===== src/rtl/ps_cmpt_encoder.sv =====
// Compute-instruction encoder: packs ALU/MUL/SHF descriptors into the
// 21-bit compute field plus float bit and queues them in a small FIFO.
module ps_cmpt_encoder #(
  parameter int DEPTH = 4
) (
  input  logic        clk,
  input  logic        rst,
  input  logic        enc_vld,
  output logic        enc_rdy,
  input  logic [1:0]  enc_unit,
  input  logic        enc_float,
  input  logic [1:0]  enc_cls,
  input  logic [2:0]  alu_sc1,
  input  logic [1:0]  alu_sc2,
  input  logic        mul_otreg,
  input  logic [3:0]  mul_dtsts,
  input  logic [1:0]  mul_sc,
  input  logic [3:0]  enc_rn,
  input  logic [3:0]  enc_rx,
  input  logic [3:0]  enc_ry,
  output logic        inst_vld,
  input  logic        inst_rdy,
  output logic [20:0] inst_cmpt,
  output logic        inst_float,
  output logic [7:0]  enc_cnt,
  output logic        err_ill,
  input  logic        err_clr
);

  localparam int AW = (DEPTH > 1) ? $clog2(DEPTH) : 1;
  localparam int CW = AW + 1;

  logic [AW-1:0] wr_ptr_q, wr_ptr_d;
  logic [AW-1:0] rd_ptr_q, rd_ptr_d;
  logic [CW-1:0] count_q, count_d;
  logic [7:0]    cnt_q, cnt_d;
  logic          err_q, err_d;
  logic [21:0]   mem_q [DEPTH];

  logic [20:0] cmpt;
  logic        accept, legal, push, pop;

  assign enc_rdy = (count_q < CW'(DEPTH)) & ~rst;
  assign accept  = enc_vld & enc_rdy;
  assign legal   = (enc_unit != 2'b11);
  assign push    = accept & legal;
  assign inst_vld = (count_q != '0);
  assign pop     = inst_vld & inst_rdy;

  always_comb begin
    cmpt = '0;
    case (enc_unit)
      2'b00: begin
        cmpt[20:19] = 2'b00;
        cmpt[18:17] = enc_cls;
        cmpt[16]    = alu_sc2[1];
        cmpt[15:13] = alu_sc1;
        cmpt[12]    = alu_sc2[0];
        cmpt[11:8]  = enc_rn;
        cmpt[7:4]   = enc_rx;
        cmpt[3:0]   = alu_sc2[1] ? 4'd0 : enc_ry;
      end
      2'b01: begin
        cmpt[20:19] = 2'b01;
        cmpt[18:17] = enc_cls;
        cmpt[16]    = mul_otreg;
        cmpt[15:12] = mul_dtsts;
        cmpt[11:8]  = mul_otreg ? 4'd0 : enc_rn;
        // rx survives for multiply classes or an MRF-targeting op other than sc=11
        if ((enc_cls != 2'b00) || (mul_otreg && (mul_sc != 2'b11)))
          cmpt[7:4] = enc_rx;
        cmpt[3:0]   = (enc_cls != 2'b00) ? enc_ry : {2'b00, mul_sc};
      end
      2'b10: begin
        cmpt[20:19] = 2'b10;
        cmpt[16:15] = enc_cls;
        cmpt[11:8]  = enc_rn;
        cmpt[7:4]   = enc_rx;
        cmpt[3:0]   = enc_cls[1] ? 4'd0 : enc_ry;
      end
      default: cmpt = '0;
    endcase
  end

  always_comb begin
    wr_ptr_d = wr_ptr_q;
    rd_ptr_d = rd_ptr_q;
    count_d  = count_q;
    cnt_d    = cnt_q;
    err_d    = err_q;
    if (push) begin
      wr_ptr_d = wr_ptr_q + AW'(1);
      cnt_d    = cnt_q + 8'd1;
    end
    if (pop)
      rd_ptr_d = rd_ptr_q + AW'(1);
    case ({push, pop})
      2'b10:   count_d = count_q + CW'(1);
      2'b01:   count_d = count_q - CW'(1);
      default: count_d = count_q;
    endcase
    if (accept && !legal)
      err_d = 1'b1;
    else if (err_clr)
      err_d = 1'b0;
  end

  always_ff @(posedge clk or posedge rst) begin
    if (rst) begin
      wr_ptr_q <= '0;
      rd_ptr_q <= '0;
      count_q  <= '0;
      cnt_q    <= '0;
      err_q    <= 1'b0;
    end else begin
      wr_ptr_q <= wr_ptr_d;
      rd_ptr_q <= rd_ptr_d;
      count_q  <= count_d;
      cnt_q    <= cnt_d;
      err_q    <= err_d;
    end
  end

  // Storage needs no reset: the head is masked by inst_vld
  always_ff @(posedge clk) begin
    if (push)
      mem_q[wr_ptr_q] <= {enc_float, cmpt};
  end

  assign inst_cmpt  = inst_vld ? mem_q[rd_ptr_q][20:0] : 21'd0;
  assign inst_float = inst_vld ? mem_q[rd_ptr_q][21] : 1'b0;
  assign enc_cnt    = cnt_q;
  assign err_ill    = err_q;

endmodule


===== config.mk =====
export PLATFORM = sky130hd
export DESIGN_NAME = ps_cmpt_encoder
export DESIGN_NICKNAME = d
export VERILOG_FILES = /design/src/rtl/ps_cmpt_encoder.sv
export SDC_FILE = /design/constraint.sdc
export NUM_CORES = 1
export LEC_CHECK = 0
export BUFFER_PORTS_ARGS = -buffer_cell sky130_fd_sc_hd__buf_2
export CAP_MARGIN = 15
export CORE_UTILIZATION = 40
export CTS_BUF_LIST = sky130_fd_sc_hd__clkbuf_16
export CTS_CLUSTER_SIZE = 28
export DETAILED_ROUTE_END_ITERATION = 8
export PLACE_DENSITY = 0.65
export SYNTH_ARGS = -nofsm -noshare
export SYNTH_HDL_FRONTEND = slang
export SYNTH_SLANG_ARGS = --single-unit

===== constraint.sdc =====
create_clock -name clk -period 2.6 [get_ports clk]
set_input_delay 0.52 -clock clk [delete_from_list [all_inputs] [get_ports clk]]
set_output_delay 0.52 -clock clk [all_outputs]
set_load 0.01 [all_outputs]

==> impl_metrics.yaml <==
worst_setup_path:
  worstPathRequired_ns: 2.08
  crit_fanout: 6
  crit_chain: "buf_4, mux4_2, and2_1, buf_2"
  r2r_end: "count_q[2]"
  reg2reg_from: "count_q[2]"
  rr_worst_depth: 9
  slowest_stage: "mux4_2"
  cp-startpoint: "rd_ptr_q[0]"
  arrival_ns: 1.77
  path_class: "reg2out"
  worstSetupEndpointType: "output pin"
  startpoint_type: "flip-flop"
  slowest_delay_ns: 0.49
  r2r_slack_ns: 0.54
cts:
  cts_buffers: 9
  clock_latency_ns: 0.34
  cts.clk_slew.worst_paths_ns: 0.08
  cts_resized: 0
  cts_root_buffer: "clkbuf_16"
  postCtsHoldBufs: 0
  cts.sinks: 104
  clock_path_buffers: 2
  cts_tree: "yes"
  cts.htree.levels: 3
  cts_setup_buffers: 0
power:
  p_leak_nw: 2.03
  finalPower_mw: 5.11
  ir_worst_vdd_mv: 0.367
  powerDensity_nw_per_um2: 964
floorplanning:
  start_util_pct: 41.8
  die_h_um: 107
  row_count: 37
  core_area_um2: 10500
  die_x_um: 107
  die-area_um2: 11400
  io_pins: 67
run_status:
  status: "completed"
synthesis:
  yosysSeqAreaShare_pct: 69.2
  synth.avg_cell_area_um2: 17.4
  syn_inst: 253
  ys_async_sr_fraction_pct: 15.4
  synth_flop_cell: "edfxtp_1"
  syn-num-nets: 294
  synth-seq-cells: 104
  syn_area_um2: 4390
  synth_cell_types: 35
  ys.warnings.count: 0
  synth_edf_count: 88
detailed_routing:
  wl_per_cell_um: 17.2
  drt_pass1_iterations: 4
  drc: 0
  finalWirelength_um: 8240
  drtAntennaViolNets: 0
  drtIter0Drc: 126
  via_per_inst: 5.08
  vias: 2431
timing:
  skew_ns: 0.0112
  min_period_ns: 2.29
  drv_slew: 0
  worst_pin_slew_ns: 0.613
  rsz0062_at_grt: "no"
  setup_viol: 0
  max_freq_mhz: 437
  tns_ns: 0
  timing.slew.headroom_pct: 59.1
  fin_crit_sh_pct: 88.0
  hold_viol: 0
global_routing:
  grtUsageTotal_pct: 15.5
  grt_overflow: 0
  antenna_found_initial: 0
  grt_pass1_wl_um: 12800
  grt_max_degree: 25
  grt_pass1_vias: 2419
worst_hold_path:
  min_path_type: "in2async"
place:
  numPortBuffers: 66
  gp_congestion: 0.735
  hpwl_um: 5580
cells_and_area:
  n_fill_cell: 885
  drive_above_1_share_pct: 36.2
  num_antenna_cells: 0
  fin_nets: 379
  syn_to_final_growth_pct: 20.7
job:
  drv_cap: 0
[kinds of logic after synthesis]
kind of cell               count (synthesis)  synth area share [%]
and+or+nand+nor                           65                  8.66
AOI/OAI and AO/OA                         16                  2.56
muxes                                     29                  12.9
xor gates and xnor gates                  13                  2.59
buffers and inverters                     19                  1.88
DFF                                      104                  69.2
adders and majority gates                  7                  2.16
[area by class of cell]
type,instances,area [µm²],share of cell area (%)
flip-flops and latches,104,3040,57.4
multi-input cells,130,1270,23.9
clock buffers,9,225,4.25
inverters,9,33.8,0.637
repair buffers,84,490,9.25
well taps,136,170,3.21
clock inverters,7,73.8,1.39
[state kept, by name, summed over array words and instances (netlist names)]
name and flops:
count_q 3, enc_cnt 8, rd_ptr_q 2, err_ill 1
wr_ptr_q 2, mem_q 88
[report_power, final]
part / internal [mW] / leakage (nW) / switching (mW) / total, mW
Combinational: 0.863 / 0.881 / 0.806 / 1.67
Clock: 0.678 / 0.144 / 0.637 / 1.31
Sequential: 2.00 / 1.00 / 0.133 / 2.13
[placed cells by master, fill, tap and decap left out, types with 2 or more instances in the layout]
master     Yosys  routed
nand3_1        4       4
dfrtp_1       16      16
clkbuf_16      0       9
edfxtp_1      88      88
mux2i_1        6       6
xor2_1         6       6
buf_12         0       2
xnor2_1        7       7
nor3b_1        2       2
buf_2          3      66
ha_1           6       6
inv_6          0       2
and3_1         5       5
inv_1          9       9
clkinv_8       0       2
nor2b_1        3       3
buf_4          2      16
mux4_2        22      22
nor4_1         2       2
nand4_1        3       3
a21boi_0       6       6
o21ai_0        4       4
nand2_1        4       4
nor2_1         8       8
and2_1        30      30
[cells in the mapped netlist (5+ instances only)]
library cell  number  area, µm²
dfrtp_1           16        400
a21boi_0           6       45.0
xnor2_1            7       61.3
ha_1               6       75.1
nor2_1             8       30.0
mux2i_1            6       60.1
and3_1             5       31.3
inv_1              9       33.8
edfxtp_1          88       2640
mux4_2            22        495
xor2_1             6       52.6
and2_1            30        188
[through the flow]
stage / utilization [%] / hold slack [ns] / setup WS, ns / instances / area [µm²]
after global routing: 50.5 / 0.344 / 0.231 / 479 / 5310
final: 50.5 / 0.269 / 0.312 / 479 / 5310
after global placement: 47.6 / 0.452 / 0.416 / 463 / 5010
after CTS: 50.5 / 0.292 / 0.281 / 479 / 5310
after detailed placement: 47.6 / 0.455 / 0.377 / 463 / 5010
after floorplan: - / 0.434 / 0.411 / 253 / 4390
[critical path, delay by kind of cell (launching register included)]
family / cells / cell delay, ns
buf+inv: 2 / 0.35
flops: 1 / 0.39
mux: 1 / 0.49
simple gates: 1 / 0.20
[worst max path at each step]
stage | end | slack, ns | cells after the start
finish | inst_cmpt[14] | 0.31 | 4
global route | inst_cmpt[4] | 0.23 | 4
CTS | inst_cmpt[15] | 0.28 | 4
detailed placement | count_q[2] | 0.38 | 10
global placement | count_q[2] | 0.42 | 10
floorplan | count_q[2] | 0.41 | 10
[per-layer routing]
metal / vias to the layer above / global-route usage, % / part of all wire, %
met4: 0 / 4.99 / 1.1
li1: 1140 / - / -
met1: 1219 / 21.8 / 47
met2: 64 / 24.5 / 47
met3: 8 / 3.04 / 4.7
met5: - / 0 / 0
Note: power is estimated with default switching activity, not from simulation.
